**config.mk**
```make
export PLATFORM = sky130hd
export DESIGN_NAME = axi_lite_master
export DESIGN_NICKNAME = d
export VERILOG_FILES = /design/src/rtl/axi_lite_master.sv
export SDC_FILE = /design/constraint.sdc
export NUM_CORES = 1
export LEC_CHECK = 0
export ABC_AREA = 0
export BUFFER_PORTS_ARGS = -buffer_cell sky130_fd_sc_hd__buf_4
export CORE_UTILIZATION = 52
export CTS_CLUSTER_DIAMETER = 60
export CTS_CLUSTER_SIZE = 8
export DETAILED_ROUTE_END_ITERATION = 16
export PLACE_DENSITY = 0.86
export SLEW_MARGIN = 10
export SYNTH_ARGS = -nofsm -noshare
export SYNTH_HDL_FRONTEND = slang
export SYNTH_SLANG_ARGS = --single-unit
```
**constraint.sdc**
```tcl
create_clock -name ACLK -period 5.4 [get_ports ACLK]
set_input_delay 0.81 -clock ACLK [delete_from_list [all_inputs] [get_ports ACLK]]
set_output_delay 0.81 -clock ACLK [all_outputs]
set_load 0.02 [all_outputs]
```
**src/rtl/axi_lite_master.sv**
```systemverilog
// AXI4-Lite single-outstanding master.
// Turns one command (read or write) into the matching AXI4-Lite handshakes,
// aborts any handshake that stalls longer than TIMEOUT_CYCLES, and returns the
// result on a valid/ready response port. Every output comes from a flop.
module axi_lite_master #(
    parameter int unsigned TIMEOUT_CYCLES = 255
) (
    input  logic        ACLK,
    input  logic        ARESETn,
    input  logic        cmd_valid,
    output logic        cmd_ready,
    input  logic        cmd_write,
    input  logic [31:0] cmd_addr,
    input  logic [31:0] cmd_wdata,
    output logic        rsp_valid,
    input  logic        rsp_ready,
    output logic [31:0] rsp_rdata,
    output logic [1:0]  rsp_resp,
    output logic        rsp_timeout,
    output logic        AWVALID,
    input  logic        AWREADY,
    output logic [31:0] AWADDR,
    output logic        WVALID,
    input  logic        WREADY,
    output logic [31:0] WDATA,
    output logic [3:0]  WSTRB,
    input  logic        BVALID,
    output logic        BREADY,
    input  logic [1:0]  BRESP,
    output logic        ARVALID,
    input  logic        ARREADY,
    output logic [31:0] ARADDR,
    input  logic        RVALID,
    output logic        RREADY,
    input  logic [31:0] RDATA,
    input  logic [1:0]  RRESP
);

    typedef enum logic [2:0] {
        IDLE    = 3'd0,
        WR_REQ  = 3'd1,
        WR_RESP = 3'd2,
        RD_REQ  = 3'd3,
        RD_DATA = 3'd4,
        RESP    = 3'd5
    } state_t;

    // Abort threshold widened by one bit so the increment below never wraps.
    localparam logic [16:0] TO_LIMIT = 17'(TIMEOUT_CYCLES);

    state_t      state_r, state_s;
    logic        cmd_ready_r, cmd_ready_s;
    logic        awvalid_r, awvalid_s;
    logic        wvalid_r, wvalid_s;
    logic        bready_r, bready_s;
    logic        arvalid_r, arvalid_s;
    logic        rready_r, rready_s;
    logic [31:0] addr_r, addr_s;
    logic [31:0] wdata_r, wdata_s;
    logic [15:0] cnt_r, cnt_s;
    logic        rsp_valid_r, rsp_valid_s;
    logic [31:0] rsp_rdata_r, rsp_rdata_s;
    logic [1:0]  rsp_resp_r, rsp_resp_s;
    logic        rsp_timeout_r, rsp_timeout_s;

    logic        aw_hs_s, w_hs_s, b_hs_s, ar_hs_s, r_hs_s;
    logic [16:0] cnt_inc_s;
    logic        to_hit_s;
    logic        abort_s;

    assign aw_hs_s   = awvalid_r & AWREADY;
    assign w_hs_s    = wvalid_r & WREADY;
    assign b_hs_s    = bready_r & BVALID;
    assign ar_hs_s   = arvalid_r & ARREADY;
    assign r_hs_s    = rready_r & RVALID;
    assign cnt_inc_s = {1'b0, cnt_r} + 17'd1;
    assign to_hit_s  = (cnt_inc_s == TO_LIMIT);

    // Timeout abort: the wait counter hits its limit with no handshake this edge.
    always_comb begin
        abort_s = 1'b0;
        case (state_r)
            WR_REQ:  abort_s = to_hit_s & ~aw_hs_s & ~w_hs_s;
            WR_RESP: abort_s = to_hit_s & ~b_hs_s;
            RD_REQ:  abort_s = to_hit_s & ~ar_hs_s;
            RD_DATA: abort_s = to_hit_s & ~r_hs_s;
            default: abort_s = 1'b0;
        endcase
    end

    // Next state and next value of every registered output.
    always_comb begin
        state_s       = state_r;
        cmd_ready_s   = cmd_ready_r;
        awvalid_s     = awvalid_r;
        wvalid_s      = wvalid_r;
        bready_s      = bready_r;
        arvalid_s     = arvalid_r;
        rready_s      = rready_r;
        addr_s        = addr_r;
        wdata_s       = wdata_r;
        cnt_s         = cnt_r;
        rsp_valid_s   = rsp_valid_r;
        rsp_rdata_s   = rsp_rdata_r;
        rsp_resp_s    = rsp_resp_r;
        rsp_timeout_s = rsp_timeout_r;

        if (abort_s) begin
            awvalid_s     = 1'b0;
            wvalid_s      = 1'b0;
            bready_s      = 1'b0;
            arvalid_s     = 1'b0;
            rready_s      = 1'b0;
            cnt_s         = 16'd0;
            rsp_timeout_s = 1'b1;
            rsp_resp_s    = 2'b10;
            rsp_rdata_s   = 32'd0;
            state_s       = RESP;
        end else begin
            case (state_r)
                IDLE: begin
                    if (cmd_valid & cmd_ready_r) begin
                        addr_s        = cmd_addr;
                        wdata_s       = cmd_wdata;
                        cnt_s         = 16'd0;
                        rsp_timeout_s = 1'b0;
                        cmd_ready_s   = 1'b0;
                        if (cmd_write) begin
                            awvalid_s = 1'b1;
                            wvalid_s  = 1'b1;
                            state_s   = WR_REQ;
                        end else begin
                            arvalid_s = 1'b1;
                            state_s   = RD_REQ;
                        end
                    end else begin
                        cmd_ready_s = 1'b1;
                    end
                end
                WR_REQ: begin
                    // AW and W retire independently; B opens once both are gone.
                    awvalid_s = awvalid_r & ~aw_hs_s;
                    wvalid_s  = wvalid_r & ~w_hs_s;
                    if (aw_hs_s | w_hs_s) begin
                        cnt_s = 16'd0;
                        if (awvalid_s | wvalid_s) begin
                            state_s = WR_REQ;
                        end else begin
                            bready_s = 1'b1;
                            state_s  = WR_RESP;
                        end
                    end else begin
                        cnt_s = cnt_inc_s[15:0];
                    end
                end
                WR_RESP: begin
                    if (b_hs_s) begin
                        bready_s    = 1'b0;
                        cnt_s       = 16'd0;
                        rsp_resp_s  = BRESP;
                        rsp_rdata_s = 32'd0;
                        state_s     = RESP;
                    end else begin
                        cnt_s = cnt_inc_s[15:0];
                    end
                end
                RD_REQ: begin
                    if (ar_hs_s) begin
                        arvalid_s = 1'b0;
                        rready_s  = 1'b1;
                        cnt_s     = 16'd0;
                        state_s   = RD_DATA;
                    end else begin
                        cnt_s = cnt_inc_s[15:0];
                    end
                end
                RD_DATA: begin
                    if (r_hs_s) begin
                        rready_s    = 1'b0;
                        cnt_s       = 16'd0;
                        rsp_rdata_s = RDATA;
                        rsp_resp_s  = RRESP;
                        state_s     = RESP;
                    end else begin
                        cnt_s = cnt_inc_s[15:0];
                    end
                end
                RESP: begin
                    // First RESP cycle raises rsp_valid; it holds until consumed.
                    if (!rsp_valid_r) begin
                        rsp_valid_s = 1'b1;
                    end else if (rsp_ready) begin
                        rsp_valid_s = 1'b0;
                        cmd_ready_s = 1'b1;
                        state_s     = IDLE;
                    end else begin
                        rsp_valid_s = 1'b1;
                    end
                end
                default: begin
                    awvalid_s   = 1'b0;
                    wvalid_s    = 1'b0;
                    bready_s    = 1'b0;
                    arvalid_s   = 1'b0;
                    rready_s    = 1'b0;
                    rsp_valid_s = 1'b0;
                    cmd_ready_s = 1'b1;
                    state_s     = IDLE;
                end
            endcase
        end
    end

    // State and output registers with asynchronous reset.
    always_ff @(posedge ACLK or negedge ARESETn) begin
        if (!ARESETn) begin
            state_r       <= IDLE;
            cmd_ready_r   <= 1'b1;
            awvalid_r     <= 1'b0;
            wvalid_r      <= 1'b0;
            bready_r      <= 1'b0;
            arvalid_r     <= 1'b0;
            rready_r      <= 1'b0;
            addr_r        <= 32'd0;
            wdata_r       <= 32'd0;
            cnt_r         <= 16'd0;
            rsp_valid_r   <= 1'b0;
            rsp_rdata_r   <= 32'd0;
            rsp_resp_r    <= 2'b00;
            rsp_timeout_r <= 1'b0;
        end else begin
            state_r       <= state_s;
            cmd_ready_r   <= cmd_ready_s;
            awvalid_r     <= awvalid_s;
            wvalid_r      <= wvalid_s;
            bready_r      <= bready_s;
            arvalid_r     <= arvalid_s;
            rready_r      <= rready_s;
            addr_r        <= addr_s;
            wdata_r       <= wdata_s;
            cnt_r         <= cnt_s;
            rsp_valid_r   <= rsp_valid_s;
            rsp_rdata_r   <= rsp_rdata_s;
            rsp_resp_r    <= rsp_resp_s;
            rsp_timeout_r <= rsp_timeout_s;
        end
    end

    assign cmd_ready   = cmd_ready_r;
    assign rsp_valid   = rsp_valid_r;
    assign rsp_rdata   = rsp_rdata_r;
    assign rsp_resp    = rsp_resp_r;
    assign rsp_timeout = rsp_timeout_r;
    assign AWVALID     = awvalid_r;
    assign AWADDR      = addr_r;
    assign WVALID      = wvalid_r;
    assign WDATA       = wdata_r;
    assign WSTRB       = 4'b1111;
    assign BREADY      = bready_r;
    assign ARVALID     = arvalid_r;
    assign ARADDR      = addr_r;
    assign RREADY      = rready_r;

endmodule

```
# Word-level counts from Yosys, hierarchy flattened
# Index checks and enable logic that the tools add are counted.
[totals]
inputBits = 110
latch_bits = 0
rom_bits = 0
ram_bits = 0
output_inout_bits = 142
ff_bits = 125
wordCells = 139
mem_count = 0
[classes]
addsub = 1
shifts = 0
n_mux = 57
order_cmp = 0
bitwise = 23
div_mod_pow = 0
n_eq_ne = 22
n_mul = 0
reduce_logical = 22
[ops]
columns = ["operator", "n"]
rows = [
  ["$mux 16", 6],
  ["$mux 32", 3],
  ["$pmux 16 s5", 1],
  ["$pmux 32 s2", 1],
  ["$ne 3x3->1 const B", 10],
  ["$mux 3", 8],
  ["$mux 1", 23],
  ["$reduce_or 4->1", 5],
  ["$pmux 1 s3", 6],
  ["$pmux 3 s6", 1],
  ["$add 16x1->17 const B", 1],
  ["$eq 17x8->1 const B", 1],
  ["$and 1x1->1", 13],
  ["$reduce_and 3->1", 4],
  ["$reduce_and 4->1", 3],
  ["$mux 2", 5],
  ["$ne 2x1->1 const B", 4],
  ["$not 1->1", 8],
  ["$reduce_and 7->1", 1],
  ["$eq 3x2->1 const B", 2],
  ["$eq 3x3->1 const B", 2],
  ["$reduce_and 2->1", 3],
  ["$reduce_bool 6->1", 1],
  ["$reduce_or 5->1", 1],
  ["other kinds (9)", 12],
]

# Logic depth before layout (Yosys ltp)
[logic_depth]
depth_word = 8
mapped_depth = 9
ltp_nobuf = 7

# Worst setup path after synthesis
# OpenSTA, ideal clock, no wires.
[synth_timing]
path_type = "register to register"
startpoint = "register cnt_r[0]"
endpoint = "register arvalid_r (netlist: ARVALID)"
path_slack_ps = 2937
n_path_buf = 0
stages_incl_launch_ff = 8
arrival_ps = 2341
path_cell_list = "dfrtp_1 > ha_1 > nand2_1 > or3_4 > a2111oi_4 > nor2_2 > or4_4 > a32o_1"
[synth_between]
elab_chain_cells = 7
[synth_lines]
columns = ["item", "line_no", "rtl"]
rows = [
  ["from (decl)", "60", "logic [15:0] cnt_r, cnt_s;"],
  ["from (signal assigned)", "241", "cnt_r <= cnt_s;"],
  ["$add 16x1->17 *", "76", "assign cnt_inc_s = {1'b0, cnt_r} + 17'd1;"],
  ["$eq 17x8->1 *", "77", "assign to_hit_s = (cnt_inc_s == TO_LIMIT);"],
  ["$and 1x1->1 (2 in a row)", "83", "WR_REQ: abort_s = to_hit_s & ~aw_hs_s & ~w_hs_s;"],
  ["$pmux 1 s4 *", "82", "case (state_r)"],
  ["$ne 3x3->1 (no source line) or $ne 2x1->1 (tied branches)", "--", ""],
  ["$reduce_and 4->1 (no source line)", "--", ""],
  ["to (signal assigned)", "237", "arvalid_r <= arvalid_s;"],
  ["to (decl)", "56", "logic arvalid_r, arvalid_s;"],
]
# Every way passes the cells marked *; elsewhere a longest branch is shown, timed or not.
# A chain may end at the register's enable or synchronous reset.

# Worst setup path in the final report
[layout_timing]
startpoint = "register cnt_r[0]"
endpoint = "register cnt_r[4]"
[layout_between]
elab_chain_cells = 7
[layout_lines]
columns = ["item", "line_no"]
rows = [
  ["$add 16x1->17 *", "76"],
  ["$eq 17x8->1", "77"],
  ["$and 1x1->1 (2 in a row)", "83"],
  ["$pmux 1 s4", "82"],
  ["$reduce_bool 6->1 (no source line) or $ne 3x3->1 (tied branches)", "--"],
  ["$reduce_and 2->1 (no source line)", "--"],
]
# Marks and branches as above.

==> tab_implementation.tex <==
\begin{tabular}{lr}
\hline
Metric & Value \\
\hline
\multicolumn{2}{l}{\textbf{Status}} \\
Run status & completed \\
\multicolumn{2}{l}{\textbf{Logic synthesis}} \\
Area leader, netlist & sky130\_fd\_sc\_hd\_\_dfrtp\_1 \\
Area contributors post-synth & sky130\_fd\_sc\_hd\_\_dfrtp\_1 (52\%), sky130\_fd\_sc\_hd\_\_mux2\_2 (12\%), sky130\_fd\_sc\_hd\_\_buf\_4 (4.8\%) \\
Number of synthesized register bits & about 130 \\
Share of synthesized area occupied by flip-flops and latches & 52.2\% \\
Cell count after synthesis & 575 \\
Async set-reset flop share out of synthesis & 100\% \\
Post-synthesis cell area & 5990 sq um \\
Number of flops mapped to enable cells by yosys & 0 \\
Mean area per synthesized cell & $\sim$10 sq um \\
Cell variety after synth & 54 \\
Dominant register cell in the synthesized netlist & sky130\_fd\_sc\_hd\_\_dfrtp\_1 \\
Fraction of post-synthesis cell area in the top cell type by area & about half \\
Number of warnings issued by yosys & 0 \\
\multicolumn{2}{l}{\textbf{Final layout}} \\
Design area & around 8000 sq um \\
Total number of nets in the final design & about 890 \\
Most common cell after layout, fill and taps aside & sky130\_fd\_sc\_hd\_\_buf\_4 \\
Synth-to-layout area growth & 37.3\% \\
Antenna Diode Count & 0 \\
Fraction of final layout cells sized beyond drive strength 1 & roughly 46\% \\
Most frequent cells in the layout & sky130\_fd\_sc\_hd\_\_buf\_4 (252), sky130\_fd\_sc\_hd\_\_dfrtp\_1 (124), sky130\_fd\_sc\_hd\_\_nand2\_1 (71), sky130\_fd\_sc\_hd\_\_mux2\_2 (64) \\
\multicolumn{2}{l}{\textbf{Detailed routing}} \\
Antenna violation net count after detailed routing & 0 \\
Detailed-route DRC error count & 0 \\
DR vias/cell & between 5 and 6 \\
First-pass DRT Iterations & 6 \\
Via count & slightly above 5,000 \\
Detailed-route wire length & roughly 17 mm \\
Mean routed wirelength per cell & 18.8 um \\
Initial detailed-routing violation count & around 380 \\
\multicolumn{2}{l}{\textbf{Die}} \\
Standard cell core area & roughly 11,000 sq um \\
Die span in x & between 100 and 150 um \\
Initial standard-cell utilization of the core & 54.3\% \\
I/O pins & approximately 250 \\
Core Rows & 38 \\
Die Span Y & 109 um \\
Area of the die & 12,000 sq um \\
\multicolumn{2}{l}{\textbf{Place}} \\
Port Buffers & roughly 250 \\
Total placed instance area & between 7000 and 8000 sq um \\
GPL Wtd Cong & 0.865 \\
Half-perimeter wire length after detailed placement & roughly 12 mm \\
\multicolumn{2}{l}{\textbf{Timing}} \\
Final critical-path required period & around 3200 ps \\
Setup repair after global routing missed its margin & false \\
Accumulated negative setup slack & 0 ps \\
Worst clock skew & 8.14 ps \\
Final period util & between 50\% and 60\% \\
Worst slew margin & $\sim$29\% \\
Max-slew violation count & 0 \\
Measured slew at the worst slew-check pin & roughly 1100 ps \\
Final setup violation count & 0 \\
Final worst hold slack & roughly 480 ps \\
Max Freq & around 0.32 GHz \\
Hold violation total from the final report & 0 \\
\multicolumn{2}{l}{\textbf{Critical path}} \\
Cell type group with the largest total delay on the critical path & compound AO/OA/AOI/OAI gates \\
Required @ worst endpoint & 5660 ps \\
Setup slack of the worst register-to-register path & roughly 2200 ps \\
Cell occurring most often along the worst timing path & sky130\_fd\_sc\_hd\_\_o21ai\_0 \\
Critical-path maximum fanout & 11 \\
Worst Path Class, Setup & flop to flop \\
Delay of the slowest cell on the worst path & about 700 ps \\
Library cell contributing the largest single delay on the critical path & sky130\_fd\_sc\_hd\_\_o21ai\_0 \\
Critical R2R Capture & cnt\_r[4]\$\_DFFE\_PN0P\_ \\
Bufs and invs on worst path & 0 \\
R2r worst-path depth & 7 \\
Cell Chain, Critical Path & ha\_1 > nand2\_1 > or3\_4 > a2111oi\_4 > o2111ai\_1 > o21ai\_0 > o21ai\_0 \\
Endpoint kind of the worst setup timing path & flop \\
Startpoint kind of the worst setup timing path & flop \\
Arr. time, crit path & between 3000 and 4000 ps \\
Reg-to-Reg Start & cnt\_r[0]\$\_DFFE\_PN0P\_ \\
\multicolumn{2}{l}{\textbf{Global route}} \\
Via count of the first global-routing pass & slightly above 5,000 \\
Aggregate global routing overflow & 0 \\
Largest net degree at the start of global routing & 90 \\
Antenna violations before repair & 0 \\
Total GRT Usage & between 20\% and 30\% \\
First-pass GRT wire length & 26.3 mm \\
\multicolumn{2}{l}{\textbf{Clock tree}} \\
Clock tree from TritonCTS & yes \\
Clock latency of the later-clocked register in the worst-skew pair & 410 ps \\
Worst-case clock buffer depth & 2 \\
Post-CTS setup buffers & 0 \\
Post-CTS clock slew at the launch and capture registers of the worst setup and hold paths & about 60 ps \\
Number of clock sinks & between 100 and 150 \\
Root Driver & sky130\_fd\_sc\_hd\_\_clkbuf\_16 \\
Post-cts resize count & 0 \\
Count of hold-fix buffers inserted at cts & 0 \\
H-tree lvl count & 4 \\
TritonCTS buffer count & 17 \\
\multicolumn{2}{l}{\textbf{Power}} \\
Worst vdd ir & around 0.48 mV \\
Overall power & 0.00523 W \\
Leakage power & approximately 3.9 nW \\
Power density over the cells & 635 nW/um\^{}2 \\
\multicolumn{2}{l}{\textbf{Worst hold path}} \\
Worst min-delay path class & input pin to async pin \\
\multicolumn{2}{l}{\textbf{Job}} \\
Max-Cap Viols & 0 \\
\hline
\end{tabular}
stage by stage:
step	util, %	setup slack [ps]	std cells
final	74.6	2240	927
after detailed placement	69.4	2290	895
after floorplan	-	2940	578
after global placement	69.4	2430	895
after CTS	74.6	2270	927
after global routing	74.6	1950	927
synth_stat cells (all sizes together) (2+ instances only):
cell / instances
nand2: 71
nor2b: 8
mux2: 64
nor4: 3
and2: 5
a21boi: 2
ha: 2
or3: 6
o2111ai: 3
inv: 6
o311ai: 2
nor2: 18
dfrtp: 124
xnor2: 2
mux2i: 2
nand3b: 3
a21oi: 48
a21o: 2
a31oi: 2
nand4: 5
and4: 3
a22oi: 3
nand3: 47
nand4b: 2
nand2b: 2
o22ai: 3
nor3: 2
o211ai: 6
buf: 44
o21ai: 28
clkbuf: 32
and3: 6
xor2: 4
worst max-delay path by stage:
stage	cells past startpoint	slack, ps	from	endpoint
floorplan	7	2940	cnt_r[0]$_DFFE_PN0P_	ARVALID$_DFFE_PN0P_
global placement	7	2430	cnt_r[0]$_DFFE_PN0P_	cnt_r[6]$_DFFE_PN0P_
detailed placement	7	2290	cnt_r[0]$_DFFE_PN0P_	cnt_r[9]$_DFFE_PN0P_
CTS	7	2270	cnt_r[0]$_DFFE_PN0P_	cnt_r[9]$_DFFE_PN0P_
global route	7	1950	cnt_r[0]$_DFFE_PN0P_	cnt_r[4]$_DFFE_PN0P_
finish	7	2240	cnt_r[0]$_DFFE_PN0P_	cnt_r[4]$_DFFE_PN0P_
logic make-up after synthesis:
kind of cell | Yosys count | share of synthesized area, %
xor+xnor | 6 | 0.877
flops | 125 | 52.2
simple gates | 183 | 15.4
buf+inv | 82 | 7.58
other cells | 1 | 0.0626
fa+ha+maj | 2 | 0.417
compound gates | 110 | 11.1
mux | 66 | 12.4
routing by layer:
metal	vias to the layer above	GRT usage, %	part of all wire [%]
met1	2519	33.0	37
met4	0	11.9	3.2
li1	2378	-	-
met5	-	0	0
met2	246	53.1	54
met3	33	7.41	6.3
registers in the layout (all words and copies together), names as in the netlist:
signal,cells
RREADY,1
state_r,3
cmd_ready,1
rsp_timeout,1
ARADDR,32
rsp_resp,2
AWVALID,1
WDATA,32
cnt_r,16
rsp_rdata,32
rsp_valid,1
BREADY,1
ARVALID,1
WVALID,1
area by class of cell:
class	count	area [sq um]
tap	140	175
fill	707	2800
timing repair buffer	253	1900
clock buffer	21	480
clock inverter	11	88.8
sequential	125	3130
inverter	6	22.5
multi-input combinational	371	2430
worst reg2reg max path, delay by kind of cell (launching register included):
family                     cells  cell delay, ps
AOI/OAI and AO/OA              4            1780
adders and majority gates      1             260
DFF                            1             440
and+or+nand+nor                2             530
power breakdown:
group / switching (W) / total [W] / internal (W)
registers: 0.000345 / 0.00168 / 0.00134
clock network: 0.000411 / 0.00109 / 0.000676
logic: 0.00137 / 0.00246 / 0.00109
(Power assumes the default switching activity.)
